==> src/rtl/arm_pkg.sv <==
// Shared ARM32 core types and defaults used by the fetch front-end.
package arm_pkg;

  localparam int unsigned ARCH_DEFAULT = 32;
  localparam int unsigned WORD_BYTES   = 4;
  localparam logic [ARCH_DEFAULT-1:0] RESET_PC_DEFAULT = '0;

  typedef struct packed {
    logic [ARCH_DEFAULT-1:0] ins;
    logic [ARCH_DEFAULT-1:0] pc;
  } fetch_entry_t;

endpackage

==> src/rtl/fetch_unit_if.sv <==
// Instruction RAM read port plus decode-side valid/ready channel of the fetch unit.
interface fetch_unit_if
  import arm_pkg::*;
#(
  parameter int unsigned ARCH = ARCH_DEFAULT,
  parameter int unsigned AW   = 12
);

  logic            mem_rd_en;
  logic [AW-1:0]   mem_addr;
  logic [ARCH-1:0] mem_rdata;
  logic            out_valid;
  logic            out_ready;
  logic [ARCH-1:0] out_ins;
  logic [ARCH-1:0] out_pc;

  modport master (
    output mem_rd_en, mem_addr, out_valid, out_ins, out_pc,
    input  mem_rdata, out_ready
  );

  modport slave (
    input  mem_rd_en, mem_addr, out_valid, out_ins, out_pc,
    output mem_rdata, out_ready
  );

endinterface

==> src/rtl/fetch_unit_queue.sv <==
// Prefetch FIFO of fetch_entry_t with flush and a registered head entry.
module fetch_queue
  import arm_pkg::*;
#(
  parameter  int unsigned DEPTH = 4,
  localparam int unsigned PW    = $clog2(DEPTH),
  localparam int unsigned CW    = PW + 1
) (
  input  logic          clk,
  input  logic          reset,
  input  logic          flush,
  input  logic          push,
  input  fetch_entry_t  din,
  input  logic          pop,
  output logic [CW-1:0] count,
  output fetch_entry_t  head
);

  fetch_entry_t  mem [DEPTH];
  logic [PW-1:0] rd_ptr;
  logic [PW-1:0] wr_ptr;
  logic [PW-1:0] rd_next;
  logic          pop_eff;
  logic [CW-1:0] count_after_pop;

  always_comb begin
    pop_eff         = pop && (count != '0);
    rd_next         = rd_ptr + PW'(pop_eff);
    count_after_pop = count - CW'(pop_eff);
  end

  always_ff @(posedge clk) begin
    if (push && !flush && !reset) begin
      mem[wr_ptr] <= din;
    end
  end

  // head mirrors mem[rd_ptr]; a push into an empty (or emptying) queue bypasses straight into it
  always_ff @(posedge clk) begin
    if (reset) begin
      rd_ptr <= '0;
      wr_ptr <= '0;
      count  <= '0;
      head   <= '0;
    end else if (flush) begin
      rd_ptr <= '0;
      wr_ptr <= '0;
      count  <= '0;
    end else begin
      rd_ptr <= rd_next;
      count  <= count_after_pop + CW'(push);
      if (push) begin
        wr_ptr <= wr_ptr + PW'(1);
      end
      if (push && (count_after_pop == '0)) begin
        head <= din;
      end else if (pop_eff) begin
        head <= mem[rd_next];
      end
    end
  end

endmodule

==> src/rtl/fetch_unit.sv <==
// Instruction fetch front-end: PC, RAM read issue, in-flight squash and prefetch queue.
// Define FETCH_ALIGN_CHECK_EN to add the sticky misaligned-redirect fault output.
module fetch_unit
  import arm_pkg::*;
#(
  parameter int unsigned     ARCH        = ARCH_DEFAULT,
  parameter int unsigned     RAM_SIZE    = 4096,
  parameter int unsigned     QUEUE_DEPTH = 4,
  parameter logic [ARCH-1:0] RESET_PC    = ARCH'(RESET_PC_DEFAULT)
) (
  input  logic            clk,
  input  logic            reset,
  input  logic            fetch_en,
  input  logic            redirect_valid,
  input  logic [ARCH-1:0] redirect_pc,
`ifdef FETCH_ALIGN_CHECK_EN
  output logic            fault,
`endif
  fetch_unit_if.master    bus
);

  localparam int unsigned AW = $clog2(RAM_SIZE);
  localparam int unsigned CW = $clog2(QUEUE_DEPTH) + 1;

  logic [ARCH-1:0] pc;
  logic [ARCH-1:0] rsp_pc;
  logic [ARCH-1:0] target;
  logic            inflight;
  logic            kill;
  logic            issue;
  logic            push;
  logic            pop;
  logic            blocked;
  logic [CW-1:0]   count;
  logic [CW:0]     occupancy;
  fetch_entry_t    wr_entry;
  fetch_entry_t    head;

`ifdef FETCH_ALIGN_CHECK_EN
  logic fault_q;

  always_ff @(posedge clk) begin
    if (reset) begin
      fault_q <= 1'b0;
    end else if (redirect_valid && (redirect_pc[1:0] != 2'b00)) begin
      fault_q <= 1'b1;
    end
  end

  assign fault   = fault_q;
  assign blocked = fault_q;
  assign target  = redirect_pc;
`else
  assign blocked = 1'b0;
  assign target  = redirect_pc & ~ARCH'(WORD_BYTES - 1);
`endif

  // credit for the in-flight read is reserved at issue, so the queue cannot overflow
  always_comb begin
    occupancy      = {1'b0, count} + (CW + 1)'(inflight);
    issue          = fetch_en && !redirect_valid && !reset && !blocked
                     && (occupancy < (CW + 1)'(QUEUE_DEPTH));
    push           = inflight && !kill && !redirect_valid;
    pop            = bus.out_valid && bus.out_ready && !redirect_valid;
    wr_entry.ins   = bus.mem_rdata;
    wr_entry.pc    = rsp_pc;
  end

  always_ff @(posedge clk) begin
    if (reset) begin
      pc       <= RESET_PC;
      rsp_pc   <= '0;
      inflight <= 1'b0;
      kill     <= 1'b0;
    end else begin
      inflight <= issue;
      kill     <= redirect_valid && inflight;
      if (redirect_valid) begin
        pc <= target;
      end else if (issue) begin
        pc     <= pc + ARCH'(WORD_BYTES);
        rsp_pc <= pc;
      end
    end
  end

  fetch_queue #(
    .DEPTH (QUEUE_DEPTH)
  ) u_queue (
    .clk   (clk),
    .reset (reset),
    .flush (redirect_valid),
    .push  (push),
    .din   (wr_entry),
    .pop   (pop),
    .count (count),
    .head  (head)
  );

  assign bus.mem_rd_en = issue;
  assign bus.mem_addr  = pc[AW+1:2];
  assign bus.out_valid = (count != '0);
  assign bus.out_ins   = head.ins;
  assign bus.out_pc    = head.pc;

endmodule

==> src/flat_wrapper.sv <==
// flat-port wrapper written by rule: the top's interface ports become plain ports
module fetch_unit_flat import arm_pkg::*;
#(
  parameter int unsigned     ARCH        = ARCH_DEFAULT,
  parameter int unsigned     RAM_SIZE    = 4096,
  parameter int unsigned     QUEUE_DEPTH = 4,
  parameter logic [ARCH-1:0] RESET_PC    = ARCH'(RESET_PC_DEFAULT)
)
  (clk, reset, fetch_en, redirect_valid, redirect_pc, bus_mem_rd_en, bus_mem_addr, bus_out_valid, bus_out_ins, bus_out_pc, bus_mem_rdata, bus_out_ready);
  fetch_unit_if #(.ARCH(ARCH), .AW(($clog2(RAM_SIZE)))) bus_i ();
  input  logic clk;
  input  logic reset;
  input  logic fetch_en;
  input  logic redirect_valid;
  input  logic [ARCH-1:0] redirect_pc;
  output wire logic [$bits(bus_i.mem_rd_en)-1:0] bus_mem_rd_en;
  output wire logic [$bits(bus_i.mem_addr)-1:0] bus_mem_addr;
  output wire logic [$bits(bus_i.out_valid)-1:0] bus_out_valid;
  output wire logic [$bits(bus_i.out_ins)-1:0] bus_out_ins;
  output wire logic [$bits(bus_i.out_pc)-1:0] bus_out_pc;
  input wire logic [$bits(bus_i.mem_rdata)-1:0] bus_mem_rdata;
  input wire logic [$bits(bus_i.out_ready)-1:0] bus_out_ready;
  assign bus_mem_rd_en = bus_i.mem_rd_en;
  assign bus_mem_addr = bus_i.mem_addr;
  assign bus_out_valid = bus_i.out_valid;
  assign bus_out_ins = bus_i.out_ins;
  assign bus_out_pc = bus_i.out_pc;
  assign bus_i.mem_rdata = bus_mem_rdata;
  assign bus_i.out_ready = bus_out_ready;
  fetch_unit #(.ARCH(ARCH), .RAM_SIZE(RAM_SIZE), .QUEUE_DEPTH(QUEUE_DEPTH), .RESET_PC(RESET_PC)) u_core (.clk(clk), .reset(reset), .fetch_en(fetch_en), .redirect_valid(redirect_valid), .redirect_pc(redirect_pc), .bus(bus_i));
endmodule
==> config.mk <==
export PLATFORM = sky130hd
export DESIGN_NAME = fetch_unit_flat
export DESIGN_NICKNAME = d
export VERILOG_FILES = /design/src/rtl/arm_pkg.sv /design/src/rtl/fetch_unit_if.sv /design/src/rtl/fetch_unit_queue.sv /design/src/rtl/fetch_unit.sv /design/src/flat_wrapper.sv
export SDC_FILE = /design/constraint.sdc
export NUM_CORES = 1
export LEC_CHECK = 0
export ABC_AREA = 1
export CAP_MARGIN = 20
export CORE_MARGIN = 4
export CORE_UTILIZATION = 40
export CTS_CLUSTER_SIZE = 10
export DETAILED_ROUTE_END_ITERATION = 10
export PLACE_DENSITY = 0.71
export SETUP_SLACK_MARGIN = 0.15
export SYNTH_ARGS = -nofsm -noshare
export SYNTH_HDL_FRONTEND = slang
export SYNTH_HIERARCHICAL = 1
export SYNTH_SLANG_ARGS = --single-unit
==> constraint.sdc <==
create_clock -name clk -period 11.17 [get_ports clk]
set_input_delay 1.117 -clock clk [delete_from_list [all_inputs] [get_ports clk]]
set_output_delay 1.117 -clock clk [all_outputs]
set_load 0.005 [all_outputs]
==> results of run 1 <==
==> cell usage after synthesis, drive strengths merged <==
cell / instances
a22oi: 2
nand4: 1
nor2: 207
a21oi: 102
nand3: 175
nand2: 828
nor3: 4
edfxtp: 256
or2: 1
inv: 170
o21a: 5
o31ai: 1
xnor2: 2
ha: 10
o21ai: 32
clkinv: 2
a31oi: 4
buf: 72
conb: 1
dfxtp: 133
and2: 1
clkbuf: 46
o211ai: 2
xor2: 2
==> final timing paths <==
kind	to	slack [ns]
setup / recovery	u_core/u_queue/head[15]	5.49
hold / removal	u_core/kill	0.47
setup reg to reg	u_core/u_queue/head[15]	6.85
hold reg to reg	u_core/kill	0.47
==> worst reg2reg max path: cells and delay by family, from the launching register on <==
family	cells	cell delay (ns)
flops	1	0.36
fa+ha+maj	2	0.48
buf+inv	4	2.03
compound gates	1	0.08
simple gates	8	1.24
==> logic make-up (layout without fill, tap and decap cells) <==
logic type	Yosys count	count (layout)	synth area share [%]
AOI/OAI and AO/OA	148	148	4.40
other	1	11	0.0214
buffers and inverters	290	416	7.15
adders and majority gates	10	10	0.714
xor gates and xnor gates	4	4	0.200
DFF	389	389	59.1
and+or+nand+nor	1217	1217	28.4
==> area by class of cell <==
cell class                      count  area [µm²]  share of cell area (%)
Timing Repair Buffer              160        1560                    7.54
Tap cell                          585         732                    3.55
Clock buffer                       80        1300                    6.29
Clock inverter                      4        50.0                   0.243
Multi-Input combinational cell   1389        5990                    29.0
Inverter                          172         651                    3.15
Antenna cell                        1        2.50                  0.0121
Sequential cell                   389       10300                    50.2
==> sequential cells by signal, summed over array words and instances, names as in the netlist <==
register	flops
u_core/pc	30
u_core/rsp_pc	30
u_core/inflight	1
u_core/u_queue/head	64
u_core/u_queue/wr_ptr	2
u_core/u_queue/rd_ptr	2
u_core/u_queue/count	3
u_core/u_queue/mem	256
u_core/kill	1
==> metrics by stage <==
| step | total power, µW | cells | util [%] |
|---|---|---|---|
| finish | 3050 | 2780 | 47.8 |
| global route | 3160 | 2780 | 47.8 |
| CTS | 3080 | 2779 | 47.8 |
| detailed placement | 1730 | 2695 | 44.7 |
| global placement | 1720 | 2695 | 44.7 |
| floorplan | 1660 | 2068 | - |
==> where the power goes <==
part | switching (µW) | leakage (µW) | internal, µW
combinational | 76.0 | 0.00412 | 56.9
sequential | 20.4 | 0.00347 | 1550
clock | 561 | 0.000644 | 787
==> routing by layer <==
metal	global-route usage (%)	vias up	wire length, µm
li1	-	6759	-
met1	24.6	6204	18800
met2	30.8	489	20800
met3	2.76	68	3090
met4	5.62	0	933
met5	0	-	0
==> flow_summary.yaml, run 1 <==
synth:
  ys_types: 37
  syn_avg_cell_area_um2: 8.51
  yosysSeqAreaShare_pct: 59.1
  syn_inst: 2059
  synthTopCellsByArea: "edfxtp_1 44%, nand2_1 17%, dfxtp_1 15%"
  synth_top_cell_by_area: "edfxtp_1"
  yosys_warnings: 6
  yosys_register_bits: 389
  synth_top_cell_area_share_pct: 43.9
  synth_area_mm2: 0.0175
outcome:
  outcome: "finished clean"
place:
  post-place-ws_ns: 4.93
  postPlaceCellArea_mm2: 0.0193
  dp_hpwl_mm: 24.4
  gp_congestion: 0.835
  portBuffers: 144
sta:
  rsz0062_at_grt: "no"
  whs_ns: 0.471
  min_period_over_period_pct: 50.8
  min_period_ns: 5.68
  slew_headroom_pct: 31.9
  worst_slack_ns: 5.49
  tightestPinTransition_ns: 1.02
  fmax_mhz: 176
  finalClockSkew_ns: 0.0207
  slew_violations: 0
  setup_violations: 0
  setup-tns-final_ns: 0
  final-hold-violation-count: 0
setup_path:
  startpoint: "redirect_valid"
  crit_buf_inv: 7
  setup.worst_path.start_class: "input pin"
  r2r-start: "u_core/u_queue/count[2]"
  crit_path_max_incr_delay_ns: 0.75
  arrival_ns: 6.13
  cp-end-kind: "flip-flop"
  critPathRequiredTime_ns: 11.62
  reg2reg_depth: 15
  cp_max_fo: 61
  crit_cells: 18
  cp_cell_sequence: "clkdlybuf4s50_1 > buf_4 > inv_1 > nand2_1 > nor2_1 > nand2_1 > inv_1 > ha_1 > ha_1 > nand2_1 > nor2_4 > buf_4 > nand2_2 > inv_2 > buf_4 > a21oi_1 > nor2_1 > nor2_1"
  crit_family: "buffers and inverters"
  cp_slowest_cell: "inv_2"
  worstSetupPathType: "in -> reg"
global_route:
  grt_overflow: 0
  grt_use_total_pct: 18.3
  grt_max_degree: 87
  antenna_found_initial: 1
  grt_pass1_vias: 13200
  grt_first_pass_wirelength_mm: 69.5
power_and_ir_drop:
  irDropWorstVdd_mv: 0.113
  power_leakage_uw: 0.00824
  powerDensity_mw_per_mm2: 148
detailed_routing:
  routed_via_density: 4.86
  drc: 0
  routed_wl_mm: 43.6
  vias: 13500
  ant_nets: 0
  wl_per_cell_um: 15.7
  firstDrtPassIters: 5
  drt_iter0_drc: 1007
die:
  design.die.area_mm2: 0.0472
  placementRows: 76
  design.core.area_mm2: 0.0432
  fp.dieW_um: 217
  initial_utilization_pct: 40.6
  ios: 147
  fp.dieH_um: 217
clock_network:
  clock_latency_ns: 0.57
  cts_setup_buffers: 0
  root_buffer: "clkbuf_16"
  clock_path_buffers: 3
  hold_buffers: 0
  clk_pin_slew_ns: 0.05
  cts_num_sinks: 389
  cts_resized: 0
  htree_levels: 2
  numCtsBuffers: 46
  cts_tree: "done"
min_path:
  hold_depth: 2
  hp-start: "u_core/inflight"
  hp-class: "reg -> reg"
cells_and_area:
  fin_area_mm2: 0.0206
  final_cell_mix: "813 x nand2_1, 256 x edfxtp_1, 184 x nor2_1, 172 x nand3_1, 161 x inv_1"
  syn_to_final_growth_pct: 17.8
  final_common_cell: "nand2_1"
  drive_gt1_share_pct: 5.61
  fillers: 4059
  fin_nets: 2237
job:
  max-cap-violations: 0
Note: power is estimated with default switching activity, not from simulation.
==> run 2: changes to the inputs <==
--- a/config.mk
+++ b/config.mk
@@ -11,7 +11,7 @@
 export CORE_UTILIZATION = 40
 export CTS_CLUSTER_SIZE = 10
 export DETAILED_ROUTE_END_ITERATION = 10
-export PLACE_DENSITY = 0.71
+export PLACE_DENSITY = 0.73
 export SETUP_SLACK_MARGIN = 0.15
 export SYNTH_ARGS = -nofsm -noshare
 export SYNTH_HDL_FRONTEND = slang
==> constraint.sdc (replaced) <==
create_clock -name clk -period 5.21 [get_ports clk]
set_input_delay 0.521 -clock clk [delete_from_list [all_inputs] [get_ports clk]]
set_output_delay 0.521 -clock clk [all_outputs]
set_load 0.005 [all_outputs]
==> run 2 against run 1 <==
- worst setup slack worse by 4.0 ns
- sequential cell count unchanged
- non-clock buffer count up 4
- clock skew grew 0.0059 ns
- cell count about the same
- critical endpoint is now bus_mem_rd_en
- largest cell class unchanged
- highest routed layer is now met5
==> flow_summary.yaml, run 2 (synthesized netlist as in run 1, its figures left out) <==
global_route:
  grt_max_degree: 85
  grt_pass1_vias: 13400
  grt_use_total_pct: 18.5
  grt_overflow: 0
  grt_first_pass_wirelength_mm: 70.3
  antenna_found_initial: 2
place:
  place_inst: 2699
  dp_hpwl_mm: 25.7
  post-place-ws_ns: 1.18
  postPlaceCellArea_mm2: 0.0194
  gp_congestion: 0.878
  portBuffers: 144
power_and_ir_drop:
  combPwrFrac_pct: 4.4
  power_switching_uw: 1400
  power.share.sequential_pct: 51.6
  irDropWorstVdd_mv: 0.231
  cell_internal_pwr_uw: 5100
  swShare_pct: 21.5
  powerDensity_mw_per_mm2: 314
  clock_power_share_pct: 44.0
  power_leakage_uw: 0.00825
die:
  design.core.area_mm2: 0.0432
  fp.dieH_um: 217
  design.die.area_mm2: 0.0472
  ios: 147
  fp.dieW_um: 217
  placementRows: 76
  initial_utilization_pct: 40.6
sta:
  fmax_mhz: 271
  min_period_ns: 3.70
  tightestPinTransition_ns: 0.947
  finalClockSkew_ns: 0.0266
  slew_violations: 0
  slew_headroom_pct: 36.8
  setup_violations: 0
  rsz0062_at_grt: "no"
  min_period_over_period_pct: 70.9
  worst_slack_ns: 1.51
  setup-tns-final_ns: 0
  final-hold-violation-count: 0
setup_path:
  cp_slowest_cell: "inv_4"
  setup.worst_path.start_class: "input pin"
  critPathRequiredTime_ns: 4.69
  arrival_ns: 3.17
  cp-end-kind: "primary output"
  reg2reg_depth: 14
  worstSetupPathType: "in -> out"
  cp_cell_sequence: "clkdlybuf4s50_1 > buf_4 > nor2_4 > nand3_4 > inv_4 > clkdlybuf4s50_1"
  cp_max_fo: 55
  crit_path_max_incr_delay_ns: 0.67
  path_common_cell: "clkdlybuf4s50_1"
clock_network:
  clock_latency_ns: 0.57
  clk_pin_slew_ns: 0.05
  cts_num_sinks: 389
  htree_levels: 2
  clock_path_buffers: 3
  numCtsBuffers: 45
  cts_tree: "done"
  cts_resized: 0
  hold_buffers: 0
  root_buffer: "clkbuf_16"
  cts_setup_buffers: 0
detailed_routing:
  routed_wl_mm: 44.3
  drc: 0
  drt_iter0_drc: 1171
  firstDrtPassIters: 5
  vias: 13800
  wl_per_cell_um: 15.9
  routed_via_density: 4.95
  ant_nets: 0
cells_and_area:
  num_antenna_cells: 0
  fin_nets: 2240
  drive_gt1_share_pct: 5.69
  syn_to_final_growth_pct: 18.1
  top_register: "u_core/u_queue/mem"
  utilization_pct: 47.9
  largest_reg_flops: 256
  final_common_cell: "nand2_1"
  fin_area_mm2: 0.0207
  stdcell_count: 2781
  final_cell_mix: "813 x nand2_1, 256 x edfxtp_1, 184 x nor2_1, 172 x nand3_1, 161 x inv_1"
  top_regs: "u_core/u_queue/mem: 256 flops, u_core/u_queue/head: 64 flops"
min_path:
  hold_depth: 2
  hp-class: "reg -> reg"
job:
  max-cap-violations: 0
outcome:
  outcome: "finished clean"
==> run 2: changes by cell type in the layout (fill, tap and decap cells not counted), sizes merged <==
cell,before,now
buf,17,21
clkinv,3,1
clkbuf,80,79
diode,1,0
inv,173,174
==> run 2: metrics by stage <==
step	hold slack (ns)	power, µW
3_5_place_dp	0.455	3700
2_1_floorplan	0.430	3560
6_report	0.459	6500
4_1_cts	0.464	6560
3_3_place_gp	0.448	3700
5_1_grt	0.492	6730
==> run 2: power by group through the flow <==
stage               clock (µW)  combinational (µW)  sequential, µW
global placement             0                 278            3420
detailed placement           0                 284            3420
floorplan                    0                 154            3410
finish                    2860                 285            3360
global route              3060                 314            3360
CTS                       2920                 286            3360
==> run 2: path summary, 6_finish.rpt <==
kind | from | endpoint | slack [ns]
worst max-delay path | redirect_valid | bus_mem_rd_en | 1.51
worst min-delay path | u_core/inflight | u_core/kill | 0.46
worst max register to register | u_core/u_queue/count[2] | u_core/u_queue/head[16] | 2.01
worst min register to register | u_core/inflight | u_core/kill | 0.46
==> run 2: metal layers <==
layer | GRT usage, % | share of wire [%]
met5 | 0 | 0.054
met4 | 5.98 | 2.4
met3 | 3.67 | 6.8
met2 | 30.8 | 48
met1 | 24.4 | 43
==> run 2: area by class of cell <==
cell class | count | area (µm²)
fillers | 4084 | 22500
flip-flops and latches | 389 | 10300
multi-input cells | 1389 | 5990
repair buffers | 164 | 1640
clock buffers | 79 | 1280
well taps | 585 | 732
inverters | 172 | 651
clock inverters | 3 | 37.5
==> run 2: critical path, delay by kind of cell <==
family	cells	cell delay (ns)
simple gates	2	0.63
buf+inv	4	1.98
